$ cat config.mk
export PLATFORM = sky130hd
export DESIGN_NAME = sha1_msg_feeder
export DESIGN_NICKNAME = d
export VERILOG_FILES = /design/src/rtl/sha1_msg_feeder.sv
export SDC_FILE = /design/constraint.sdc
export NUM_CORES = 1
export LEC_CHECK = 0
export ABC_AREA = 1
export CAP_MARGIN = 20
export CORE_MARGIN = 8
export CORE_UTILIZATION = 32
export DETAILED_ROUTE_END_ITERATION = 12
export PLACE_DENSITY = 0.5
export SLEW_MARGIN = 20
export SYNTH_ARGS = -nofsm -noshare
export SYNTH_HDL_FRONTEND = slang
export SYNTH_SLANG_ARGS = --single-unit
$ cat constraint.sdc
create_clock -name clk -period 7.8 [get_ports clk]
set_clock_uncertainty 0.05 [all_clocks]
set_input_delay 1.56 -clock clk [delete_from_list [all_inputs] [get_ports clk]]
set_output_delay 1.56 -clock clk [all_outputs]
set_load 0.02 [all_outputs]
$ cat src/rtl/sha1_msg_feeder.sv
// sha1_msg_feeder: writer-side front end for the SHA-1 round pipeline.
// Collects one message as a byte stream, packs it big-endian into a single
// 512-bit block, appends the 0x80 pad byte, zero fill and the 64-bit bit
// length, then offers the finished block downstream with valid/ready.
// Messages longer than MAX_LEN are discarded and flagged with a one-cycle err.
module sha1_msg_feeder #(
    parameter int MAX_LEN = 55
) (
    input  logic         clk,
    input  logic         rst_n,
    input  logic [7:0]   in_data,
    input  logic         in_valid,
    input  logic         in_last,
    output logic         in_ready,
    output logic [511:0] msg_out,
    output logic [5:0]   out_len,
    output logic         out_valid,
    input  logic         out_ready,
    output logic         err
);

    typedef enum logic [1:0] {
        FILL = 2'd0,
        EMIT = 2'd1,
        DROP = 2'd2
    } state_t;

    localparam logic [5:0] MAX_CNT = 6'(MAX_LEN);

    state_t       state;
    state_t       state_next;
    logic [511:0] blk;
    logic [511:0] blk_next;
    logic [5:0]   cnt;
    logic [5:0]   cnt_next;
    logic [5:0]   len;
    logic [5:0]   len_next;
    logic         err_next;
    logic [5:0]   cnt_inc;

    // Lowest bit of byte idx: word idx/4, with byte 0 of a word in its top lane.
    function automatic logic [8:0] byte_lsb(input logic [5:0] idx);
        return {idx[5:2], 5'b0} + 9'd24 - {4'b0, idx[1:0], 3'b0};
    endfunction

    assign cnt_inc = cnt + 6'd1;

    // Next-state, buffer update and handshake outputs; everything defaults to hold.
    always_comb begin
        state_next = state;
        blk_next   = blk;
        cnt_next   = cnt;
        len_next   = len;
        err_next   = 1'b0;
        in_ready   = 1'b0;
        out_valid  = 1'b0;

        case (state)
            FILL: begin
                in_ready = 1'b1;
                if (in_valid) begin
                    if (cnt < MAX_CNT) begin
                        blk_next[byte_lsb(cnt) +: 8] = in_data;
                        cnt_next = cnt_inc;
                        if (in_last) begin
                            // The pad byte lands at most at index 55, so it can
                            // never collide with the length words 14/15.
                            blk_next[byte_lsb(cnt_inc) +: 8] = 8'h80;
                            blk_next[479:448] = 32'd0;
                            blk_next[511:480] = {23'd0, cnt_inc, 3'd0};
                            len_next   = cnt_inc;
                            state_next = EMIT;
                        end
                    end else if (in_last) begin
                        err_next = 1'b1;
                        blk_next = '0;
                        cnt_next = '0;
                    end else begin
                        state_next = DROP;
                    end
                end
            end

            DROP: begin
                in_ready = 1'b1;
                if (in_valid && in_last) begin
                    err_next   = 1'b1;
                    blk_next   = '0;
                    cnt_next   = '0;
                    state_next = FILL;
                end
            end

            EMIT: begin
                out_valid = 1'b1;
                if (out_ready) begin
                    // Clearing here keeps every unused byte of the next block zero.
                    blk_next   = '0;
                    cnt_next   = '0;
                    len_next   = '0;
                    state_next = FILL;
                end
            end

            default: begin
                state_next = FILL;
            end
        endcase
    end

    // State and datapath registers; reset abandons any partial or pending message.
    always_ff @(posedge clk or negedge rst_n) begin
        if (!rst_n) begin
            state <= FILL;
            blk   <= '0;
            cnt   <= '0;
            len   <= '0;
            err   <= 1'b0;
        end else begin
            state <= state_next;
            blk   <= blk_next;
            cnt   <= cnt_next;
            len   <= len_next;
            err   <= err_next;
        end
    end

    assign msg_out = blk;
    assign out_len = len;

endmodule
==> results.py <==
metrics = {
    "outcome": {
        "outcome": "finished, final reports clean",
    },
    "synth": {
        "ys_ff_latch": 527,
        "synthAdderAreaFrac_pct": 0.4154,
        "postSynthCellCount": 3661,
        "ys_types": 39,
        "synth-compound-area-share_pct": 13.61,
        "synth_ff_type": "dfrtp_1",
        "synth_edf_count": 0,
        "async_reset_ff_share_pct": 100.0,
        "synth_simple_gate_area_share_pct": 29.05,
        "yosysTopAreaCellShare_pct": 48.65,
        "yosysSeqAreaShare_pct": 48.65,
        "syn_area_sq_um": 27110,
        "synth_mux_area_share_pct": 0.03692,
        "yosysWarnings": 0,
        "yosys.area.top_type": "dfrtp_1",
        "synthXorXnorAreaFrac_pct": 0.06462,
        "synth_nets": 3683,
        "synth_top_family_by_area": "simple AND/OR/NAND/NOR gates",
        "syn_area_per_cell_sq_um": 7.405,
        "synthTopCellsByArea": "dfrtp_1 49%, nand2_1 15%, o21ai_0 8.0%",
    },
    "sta": {
        "tightest_slew_ns": 1.090,
        "relSlewSlack_pct": 27.25,
        "drv_slew": 0,
        "timing.final.crit_share_pct": 62.65,
        "fin_crit_ns": 4.887,
        "hold_violations": 0,
        "hold_slack_ns": 0.4347,
        "tns_ns": 0,
        "max_freq_mhz": 204.6,
        "rsz0062_at_grt": "no",
        "setup_viol": 0,
    },
    "pwr": {
        "power_density_nw_per_um2": 292.9,
        "leakage_nw": 15.95,
        "vdd_ir_drop_max_mv": 0.5830,
    },
    "layout": {
        "synthToLayoutAreaGrowth_pct": 31.08,
        "layout-drive-gt1-share_pct": 5.840,
        "num-nets-final": 4119,
        "final_util_pct": 42.39,
    },
    "min_path": {
        "hp-class": "reg -> reg",
    },
    "clock_network": {
        "cts_hold_buffers": 0,
        "cts_tree": "done",
        "clk_latency_ns": 0.65,
        "ctsLongestPathBuffers": 3,
        "htreeDepth": 2,
        "cts_resized": 0,
        "clock_sinks": 527,
        "postCtsSetupRepairBufs": 0,
        "path_clk_slew_ns": 0.06,
        "cts_root_buf": "clkbuf_16",
        "cts_buffers": 61,
    },
    "die": {
        "die_y_um": 307.1,
        "fp.dieW_um": 307.1,
        "io_pins": 534,
        "initial_core_util_pct": 32.34,
        "core_area_sq_um": 83820,
        "rows": 106,
        "dieArea_sq_um": 94280,
    },
    "detailed_routing": {
        "wl_per_cell_um": 22.98,
        "post-route-drc-count": 0,
        "wl_um": 121300,
        "vias_per_cell": 5.033,
        "drt_iter0_markers": 2147,
        "ant_nets": 0,
        "via_count": 26570,
        "firstDrtPassIters": 5,
    },
    "worst_setup_path": {
        "cp_slowest_cell": "buf_4",
        "cp.required_ns": 8.28,
        "cp_num_buf_inv": 3,
        "cpLargestDelayFamily": "buffers and inverters",
        "path_cells": "clkdlybuf4s50_1 -> nand2_1 -> nand2_1 -> nand3_1 -> nor3_4 -> buf_12 -> buf_4 -> nand2_1 -> o21ai_0",
        "crit_path_end_kind": "flip-flop",
        "worstSetupStartpointType": "primary input",
        "arrival_ns": 5.37,
        "max_stage_delay_ns": 0.87,
        "crit_fanout": 151,
        "cpMostUsedCell": "nand2_1",
        "criticalPathCategory": "in -> reg",
    },
    "placed_design": {
        "dp_hpwl_um": 84010,
        "io_buffers": 533,
        "place.gp.congestion": 0.8423,
    },
    "global_routing": {
        "antenna_found_initial": 4,
        "grt_use_total_pct": 24.77,
        "grt_pass1_vias": 25340,
        "grt_max_degree": 161,
        "grt_first_pass_wirelength_um": 177800,
        "grt.overflow.total": 0,
    },
    "job": {
        "drv_cap": 0,
    },
}
path summary, 6_finish.rpt:
| check | depth (start not counted) | from | slack (ns) | end |
|---|---|---|---|---|
| max in group asynchronous | 2 | rst_n | 5.36 | msg_out[78]$_DFFE_PN0P_ |
| worst max-delay path | 9 | in_last | 2.91 | msg_out[131]$_DFFE_PN0P_ |
| worst min register to register | 2 | msg_out[207]$_DFFE_PN0P_ | 0.43 | msg_out[207]$_DFFE_PN0P_ |
| worst min-delay path | 2 | msg_out[207]$_DFFE_PN0P_ | 0.43 | msg_out[207]$_DFFE_PN0P_ |
| min in group asynchronous | 1 | rst_n | 0.89 | msg_out[458]$_DFFE_PN0P_ |
| worst max register to register | 15 | cnt[0]$_DFFE_PN0P_ | 3.08 | msg_out[71]$_DFFE_PN0P_ |
tightest hold or removal path, stage by stage, from the launching register on:
cell	delay [ns]
dfrtp_1	0.34
nand2_1	0.05
nand2_1	0.06
layer usage:
| metal | share of wire [%] | GRT usage (%) | up-vias |
|---|---|---|---|
| met4 | 2.8 | 6.897 | 0 |
| met2 | 48 | 41.04 | 891 |
| met3 | 6.0 | 4.247 | 153 |
| met5 | 0 | 0 | - |
| met1 | 44 | 33.29 | 12770 |
| li1 | - | - | 12750 |
registers in the layout (all words and copies together) (netlist names):
register  count
err           1
state         2
cnt           6
msg_out     512
out_len       6
layout make-up:
type,count,area [sq um]
Sequential cell,527,13190
Timing Repair Buffer,561,5600
Antenna cell,1,2.502
Fill cell,8580,48290
Clock inverter,21,365.4
Clock buffer,89,1832
Inverter,368,1394
Multi-Input combinational cell,2578,11730
Tap cell,1134,1419
Yosys cell counts (all sizes together) (3+ instances only):
cell,instances
nand3,292
ha,9
nand3b,8
o21ai,503
clkinv,3
nor2,319
clkbuf,88
buf,100
nand2,1121
dfrtp,527
or2,17
nor3,36
nand4,67
o22ai,37
a21oi,134
o211ai,29
inv,365
power by group:
group          switching, W  internal (W)
clock network       0.00123       0.00194
registers          0.000173       0.00292
logic               0.00326      0.000879
logic make-up after synthesis:
kind of cell | count (synthesis)
AND/OR/NAND/NOR | 1861
AO/OA/AOI/OAI | 705
buffers and inverters | 556
flip-flops | 527
adder cells (fa/ha/maj) | 9
XOR/XNOR | 2
multiplexers | 1
placed cells by master, fill, tap and decap left out, types with 15 or more instances in the layout:
cell and n:
a21oi_1 132, buf_4 24, clkbuf_16 61, clkbuf_8 20
clkdlybuf4s50_1 532, dfrtp_1 527, inv_1 343, inv_2 21
nand2_1 1103, nand2_2 15, nand3_1 278, nand4_1 64
nor2_1 297, nor2_2 18, nor3_1 33, o211ai_1 29
o21ai_0 435, o21ai_1 61, o22ai_1 37, or2_2 17
per-stage QoR:
step           setup WS, ns  std cells  total power, W  cell area (sq um)
3_3_place_gp          2.401       5168        0.007300              33330
6_report              2.913       5279         0.01041              35530
3_5_place_dp          2.374       5168        0.007289              33330
5_1_grt               2.656       5278         0.01091              35530
4_1_cts               3.038       5278         0.01050              35530
2_1_floorplan         4.501       3661        0.005500              27110
Note: power is estimated with default switching activity, not from simulation.
